--- src/rtl/ln_fixed.sv ---
// Sequential natural logarithm: unsigned Q16.8 in, signed Q16.8 out.
// Normalise to m*2^k, extract log2(m) by repeated squaring, then scale by ln2.
module ln_fixed #(
    parameter int W         = 24,
    parameter int M         = 24,
    parameter int I_FRAC    = 8,
    parameter int FRAC_BITS = 12,
    parameter int LN2_Q16   = 45426
) (
    input  logic         CLK,
    input  logic         RST,
    input  logic         i_ce,
    input  logic         i_start,
    input  logic [W-1:0] i_val,
    output logic [M-1:0] o_ln,
    output logic         busy,
    output logic         done,
    output logic         error
);

    typedef enum logic [1:0] {IDLE, NORM, FRAC, SCALE} state_t;

    localparam int KW    = 6;                       // holds k in -8..15
    localparam int CW    = $clog2(FRAC_BITS + 1);
    localparam int LW    = KW + FRAC_BITS;
    localparam int PW    = LW + 18;
    localparam int SHIFT = FRAC_BITS + 16 - I_FRAC;

    localparam logic signed [KW-1:0] K_INIT = KW'(W - 1 - I_FRAC);
    localparam logic signed [PW-1:0] LN2_S  = PW'(LN2_Q16);

    state_t                 state_q, state_d;
    logic [W-1:0]           m_q, m_d;
    logic signed [KW-1:0]   k_q, k_d;
    logic [FRAC_BITS-1:0]   f_q, f_d;
    logic [CW-1:0]          cnt_q, cnt_d;
    logic [M-1:0]           o_ln_d;
    logic                   error_d, done_d;

    logic [W:0]             sq_top;
    logic signed [LW-1:0]   l_val;
    logic signed [PW-1:0]   prod;
    logic [M-1:0]           scaled;

    // Top W+1 bits of m*m (Q2.(2W-2)); bit W decides whether the square reached 2.
    assign sq_top = (W+1)'(({{W{1'b0}}, m_q} * {{W{1'b0}}, m_q}) >> (W - 1));

    // k in the integer bits and f as the fraction is exactly (k <<< FRAC_BITS) + f.
    assign l_val  = $signed({k_q, f_q});
    assign prod   = $signed({{(PW-LW){l_val[LW-1]}}, l_val}) * LN2_S;
    assign scaled = M'(prod >>> SHIFT);

    assign busy = (state_q != IDLE);

    always_comb begin
        // NOTE: every output gets a default first so no path leaves one unassigned (no latches).
        state_d = state_q;
        m_d     = m_q;
        k_d     = k_q;
        f_d     = f_q;
        cnt_d   = cnt_q;
        o_ln_d  = o_ln;
        error_d = error;
        done_d  = 1'b0;
        unique case (state_q)
            IDLE: begin
                if (i_start) begin
                    error_d = 1'b0;
                    if (i_val == '0) begin
                        error_d = 1'b1;
                        o_ln_d  = '0;
                        done_d  = 1'b1;
                    end else begin
                        m_d     = i_val;
                        k_d     = K_INIT;
                        state_d = NORM;
                    end
                end
            end
            NORM: begin
                if (!m_q[W-1]) begin
                    m_d = m_q << 1;
                    k_d = k_q - KW'(1);
                end else begin
                    cnt_d   = CW'(FRAC_BITS);
                    f_d     = '0;
                    state_d = FRAC;
                end
            end
            FRAC: begin
                m_d   = sq_top[W] ? sq_top[W:1] : sq_top[W-1:0];
                f_d   = {f_q[FRAC_BITS-2:0], sq_top[W]};
                cnt_d = cnt_q - CW'(1);
                if (cnt_q == CW'(1))
                    state_d = SCALE;
            end
            SCALE: begin
                o_ln_d  = scaled;
                done_d  = 1'b1;
                state_d = IDLE;
            end
            default: state_d = IDLE;
        endcase
    end

    // NOTE: sequential state uses non-blocking assignments so all registers update together.
    always_ff @(posedge CLK) begin
        if (RST) begin
            state_q <= IDLE;
            m_q     <= '0;
            k_q     <= '0;
            f_q     <= '0;
            cnt_q   <= '0;
            o_ln    <= '0;
            error   <= 1'b0;
            done    <= 1'b0;
        end else begin
            // done is a pulse: it drops even on edges where the clock enable is low.
            done <= done_d & i_ce;
            if (i_ce) begin
                state_q <= state_d;
                m_q     <= m_d;
                k_q     <= k_d;
                f_q     <= f_d;
                cnt_q   <= cnt_d;
                o_ln    <= o_ln_d;
                error   <= error_d;
            end
        end
    end

endmodule

--- config.mk ---
export PLATFORM = sky130hd
export DESIGN_NAME = ln_fixed
export DESIGN_NICKNAME = d
export VERILOG_FILES = /design/src/rtl/ln_fixed.sv
export SDC_FILE = /design/constraint.sdc
export NUM_CORES = 2
export LEC_CHECK = 0
export CORE_MARGIN = 8
export CORE_UTILIZATION = 43
export CTS_CLUSTER_DIAMETER = 100
export DETAILED_ROUTE_END_ITERATION = 10
export GPL_ROUTABILITY_DRIVEN = 0
export PLACE_DENSITY = 0.55
export SYNTH_ARGS = -nofsm -noshare
export SYNTH_HDL_FRONTEND = slang
export SYNTH_SLANG_ARGS = --single-unit
--- constraint.sdc ---
create_clock -name CLK -period 20.5 [get_ports CLK]
set_clock_uncertainty 0.15 [all_clocks]
set_input_delay 4.1 -clock CLK [delete_from_list [all_inputs] [get_ports CLK]]
set_output_delay 4.1 -clock CLK [all_outputs]
set_load 0.02 [all_outputs]
### Yosys cells after proc, flatten, opt, wreduce, memory -nomap -nowiden

Cells that the tools add are included.

| word-level totals | value |
|---|---|
| register bits after elaboration | 74 |
| input port bits | 28 |
| output and inout bits | 27 |
| word-level logic and storage cells | 62 |

| operators by class | value |
|---|---|
| $add $sub $neg | 2 |
| multiply operators | 2 |
| equal/unequal tests | 10 |
| multiplexer cells | 24 |
| bitwise gates (word level) | 1 |
| reduce and logical (&&, ||, !) cells | 14 |

Operators by type and width:

| operator | count |
|---|---|
| 24-bit two-way mux | 6 |
| 24-bit case mux with 3 select lines | 1 |
| 24-bit by 24-bit multiplier with 48-bit output | 1 |
| 24-bit case mux with 2 select lines | 1 |
| 18-bit by 16-bit multiplier with 34-bit output, second input constant | 1 |
| 24-bit logical NOT | 1 |
| 12-bit case mux with 2 select lines | 1 |
| 6-bit two-way mux | 3 |
| 5-bit AND reduction | 3 |
| 12-bit two-way mux | 1 |
| 2-bit != test, second input constant | 6 |
| 6-bit case mux with 2 select lines | 1 |
| 2-bit two-way mux | 4 |
| 2-bit case mux with 4 select lines | 1 |
| 4-bit case mux with 2 select lines | 1 |
| 4-bit AND reduction | 2 |
| 2-bit nonzero test | 4 |
| 3-bit AND reduction | 2 |
| 6-bit by 2-bit subtractor with 6-bit output, second input constant | 1 |
| 2-bit equality test, second input constant | 2 |
| 4-bit by 1-bit equality test with 1-bit output, second input constant | 1 |
| 4-bit two-way mux | 1 |
| 4-bit by 1-bit subtractor with 4-bit output, second input constant | 1 |
| 3-bit nonzero test | 1 |
| other kinds (5) | 6 |

### Depth between registers and ports, before layout

| logic depth | value |
|---|---|
| depth in word-level cells | 5 |
| mapped depth | 30 |
| mapped depth without buffers | 27 |

### Worst setup path after synthesis

Ideal clock, no wire load.

| timing | value |
|---|---|
| path type | flip-flop to flip-flop |
| start point | register m_q[14] |
| end point | register m_q[1] |
| setup time | 0.134 ns |
| data arrival time | 7.216 ns |
| data required time | 20.216 ns |
| path slack | 13.000 ns |
| stages on the path, launching flop included | 29 |
| cells stage by stage | dfxtp_1 > clkbuf_1 > nand2_1 > fa_1 > inv_1 > fa_1 > inv_1 > fa_1 > inv_1 > fa_1 > inv_1 > fa_1 > inv_1 > fa_1 > inv_1 > fa_1 > inv_1 > ha_1 > nand4_1 > nor2_1 > a31o_2 > o21ai_1 > a2111oi_2 > or4_4 > a21oi_2 > buf_4 > mux2_2 > a221oi_1 > nor4_1 |

| on the way | value |
|---|---|
| word-level cells in the longest chain between the ends | 3 |

Ends and longest elaborated chain:

| what | line | text |
|---|---|---|
| from (decl) | 33 | `logic [W-1:0] m_q, m_d;` |
| from (signal assigned) | 122 | `m_q <= m_d;` |
| 24-bit by 24-bit multiplier with 48-bit output | 46 | `assign sq_top = (W+1)'(({{W{1'b0}}, m_q} * {{W{1'b0}}, m_q}) >> (W - 1));` |
| 24-bit two-way mux | 91 | `m_d = sq_top[W] ? sq_top[W:1] : sq_top[W-1:0];` |
| 24-bit case mux with 3 select lines | 65 | `unique case (state_q)` |

Every way passes these cells.
A chain may end at the register's enable or synchronous reset.

### Worst setup path after layout

| timing | value |
|---|---|
| start point | register m_q[21] |
| end point | register m_q[11] |

Same word-level chain as after synthesis.

==> flow_summary.ini <==
[synthesis]
synth_compound_area_frac = 0.07908
postSynth.asyncResetShare = 0
syn_nets = 3618
synth-seq-area-share = 0.05303
synthXorXnorAreaFrac = 0.01713
synth_ff_type = dfxtp_1
synth_cell_types = 74
synth.top_cell.area_share = 0.4308
synth.cell_area_um2 = 24540
yosysWarnings = 0
yosysMostFrequentCell = inv_1
ys_ff_latch = 65
synth_mux_area_frac = 0.004895
synthCells = 2750
synth_area_per_cell_um2 = 8.923
synth.area.top_cells = fa_1 43%, ha_1 16%, inv_1 13%, dfxtp_1 5.3%, nand2_1 3.2%
yosys.area_share.simple = 0.1128
synth_top_family_by_area = adder cells
yosys.area_share.adder = 0.5898
synth_edf_count = 0
ys_top_cells_by_count = 820 x inv_1, 528 x fa_1, 312 x ha_1, 212 x nand2_1, 110 x and2_1
synth_area_leader_cell = fa_1

[run_status]
outcome = complete, no violations

[worst_setup_path]
crit_required_ns = 20.53
path_max_fanout = 16
cpMostUsedCell = fa_1
timing.rr.start = m_q[21]
slowest_delay_ns = 0.68
crit_chain = buf_4 > inv_1 > nor2_1 > fa_1 > fa_1 > inv_1 > fa_1 > fa_1 > fa_1 > inv_1 > fa_1 > ha_1 > ha_1 > and3_1 > nand2_1 > or3_1 > a2111oi_2 > or4_4 > a21o_1 > nand3_1 > a311oi_1
reg2reg_to = m_q[11]
reg2reg_depth = 21
path_class = flip-flop to flip-flop
rrSetupSlack_ns = 11.86
cpMaxStageDelayCell = dfxtp_1
crit_path_end_kind = flip-flop
crit_arrival_ns = 8.68
start_kind = flip-flop

[finish]
multi_input_area_um2 = 19730
finalNetCount = 3613
fillers = 5654
area_growth_syn_to_layout_pct = 6.603
antenna_cells = 0
seq_area_um2 = 1301
layout-drive-gt1-share = 0.02764

[worst_hold_path]
worstHoldStart = o_ln[1]
worstHoldPathType = flip-flop to flip-flop
hold_depth = 2
hold_end = o_ln[1]

[sta]
finalCriticalPeriod_ns = 8.642
slew_headroom = 0.3527
hold_viol_final = 0
setup_viol = 0
worst_pin_slew_ns = 0.9696
tns_ns = 0
rsz0062_at_grt = false
timing.final.crit_share = 0.4215
fmax_mhz = 115.7
maxSlewViolCount = 0

[power_and_ir_drop]
p_comb_frac = 0.669
p_int_mw = 0.4909
pwr-share-clk = 0.174
p_seq_frac = 0.156
power_density_nw_per_um2 = 37.35
power.leakage_nw = 14.35
p_sw_frac = 0.4975
finalPower_mw = 0.9769
switchingPower_mw = 0.4861
peakVddDrop_uv = 36.38

[detailed_routing]
viasPerCell = 5.034
wl_um = 60790
ant_nets = 0
wl_per_cell_um = 17.34
first_iter_violations = 957
first_pass_iters = 5
drc = 0
vias = 17650

[floorplan]
row_count = 87
start_util = 0.4352
die_y_um = 254.9
die-area_um2 = 64970
io_pins = 55
dieWidth_um = 254.9
core_um2 = 56390

[clocking]
clockBufferDepth = 2
insertion_delay_ns = 0.34
path_clk_slew_ns = 0.06
root_buffer = clkbuf_16
cts_tree = done
postCtsResizedCells = 0
numCtsBuffers = 9
clkSinkCount = 65
hold_buffers = 0
postCtsSetupBuffers = 0
htree_levels = 3

[place]
io_buffer_count = 54
dp_hpwl_um = 50700

[global_routing]
gr-total-overflow = 0
grt_usage = 0.1955
grt_max_degree = 57
grt_pass1_wl_um = 100500
grt_antenna_before_repair = 0
grt_pass1_vias = 18950

[job]
cap_violations = 0
power by group through the flow:
stage | Combinational [mW] | Sequential [mW] | Clock (mW)
detailed placement | 0.655 | 0.156 | 0
CTS | 0.663 | 0.153 | 0.173
global route | 0.754 | 0.154 | 0.177
floorplan | 0.480 | 0.144 | 0
global placement | 0.650 | 0.155 | 0
finish | 0.654 | 0.153 | 0.170
routing by layer:
| metal | global-route usage | part of all wire | wire [µm] | up-vias |
|---|---|---|---|---|
| met3 | 0.03096 | 0.059 | 3613 | 61 |
| met2 | 0.3310 | 0.48 | 29390 | 398 |
| met5 | 0 | 0 | 0 | - |
| met4 | 0.03737 | 0.018 | 1088 | 0 |
| met1 | 0.2654 | 0.44 | 26700 | 8927 |
| li1 | - | - | - | 8262 |
flip-flops by register name (all words and copies together), names as in the netlist:
register / count
error: 1
o_ln: 15
m_q: 24
f_q: 12
k_q: 6
done: 1
cnt_q: 4
state_q: 2
layout by cell type, fill, tap and decap left out, drive strengths merged, types with 16 or more instances in the layout:
master,synthesis,layout
nand2,212,212
nand2b,16,16
dfxtp,65,65
xor2,19,19
a21oi,93,93
and2,110,110
fa,528,528
buf,15,34
o21ai,45,45
nand3,37,37
inv,820,821
clkdlybuf4s50,0,53
a21o,28,28
nor2,107,107
nor3,24,24
ha,312,312
xnor2,29,29
worst max path at each step:
| stage | cells past startpoint | startpoint | end | slack [ns] |
|---|---|---|---|---|
| final | 21 | m_q[21] | m_q[11] | 11.86 |
| after global routing | 27 | m_q[6] | m_q[18] | 11.37 |
| after CTS | 23 | m_q[21] | m_q[4] | 11.90 |
| after detailed placement | 23 | m_q[21] | m_q[4] | 11.93 |
| after global placement | 21 | m_q[21] | m_q[11] | 11.91 |
| after floorplan | 28 | m_q[14] | m_q[1] | 13.00 |
cell families (layout without fill, tap and decap cells):
logic type                 after synthesis  count (layout)
buffers and inverters                  923             923
adders and majority gates              840             840
and+or+nand+nor                        576             576
AOI/OAI and AO/OA                      287             287
DFF                                     65              65
xor gates and xnor gates                48              48
muxes                                   11              11
stage by stage:
stage	setup slack (ns)	utilization	hold slack (ns)	cells	instance area, µm²
after floorplan	13.00	-	0.3229	2750	24540
after global placement	11.91	0.4582	0.3085	3490	25840
after detailed placement	11.93	0.4582	0.3167	3490	25840
after CTS	11.90	0.4639	0.3258	3506	26160
after global routing	11.37	0.4639	0.3669	3506	26160
final	11.86	0.4639	0.3336	3506	26160
final cells by class:
type,count,share of cell area
timing repair buffer,87,0.02994
clock buffer,10,0.008753
multi-input combinational,1762,0.7542
inverter,820,0.1177
clock inverter,6,0.003492
tap,756,0.03616
sequential,65,0.04974
critical path: cells and delay by family, from the launching register on:
family | cells | cell delay (ns)
AO/OA/AOI/OAI | 3 | 1.58
AND/OR/NAND/NOR | 6 | 1.76
flip-flops | 1 | 0.68
buffers and inverters | 4 | 0.66
adder cells (fa/ha/maj) | 8 | 3.65
Power figures use the tool's default switching activity.
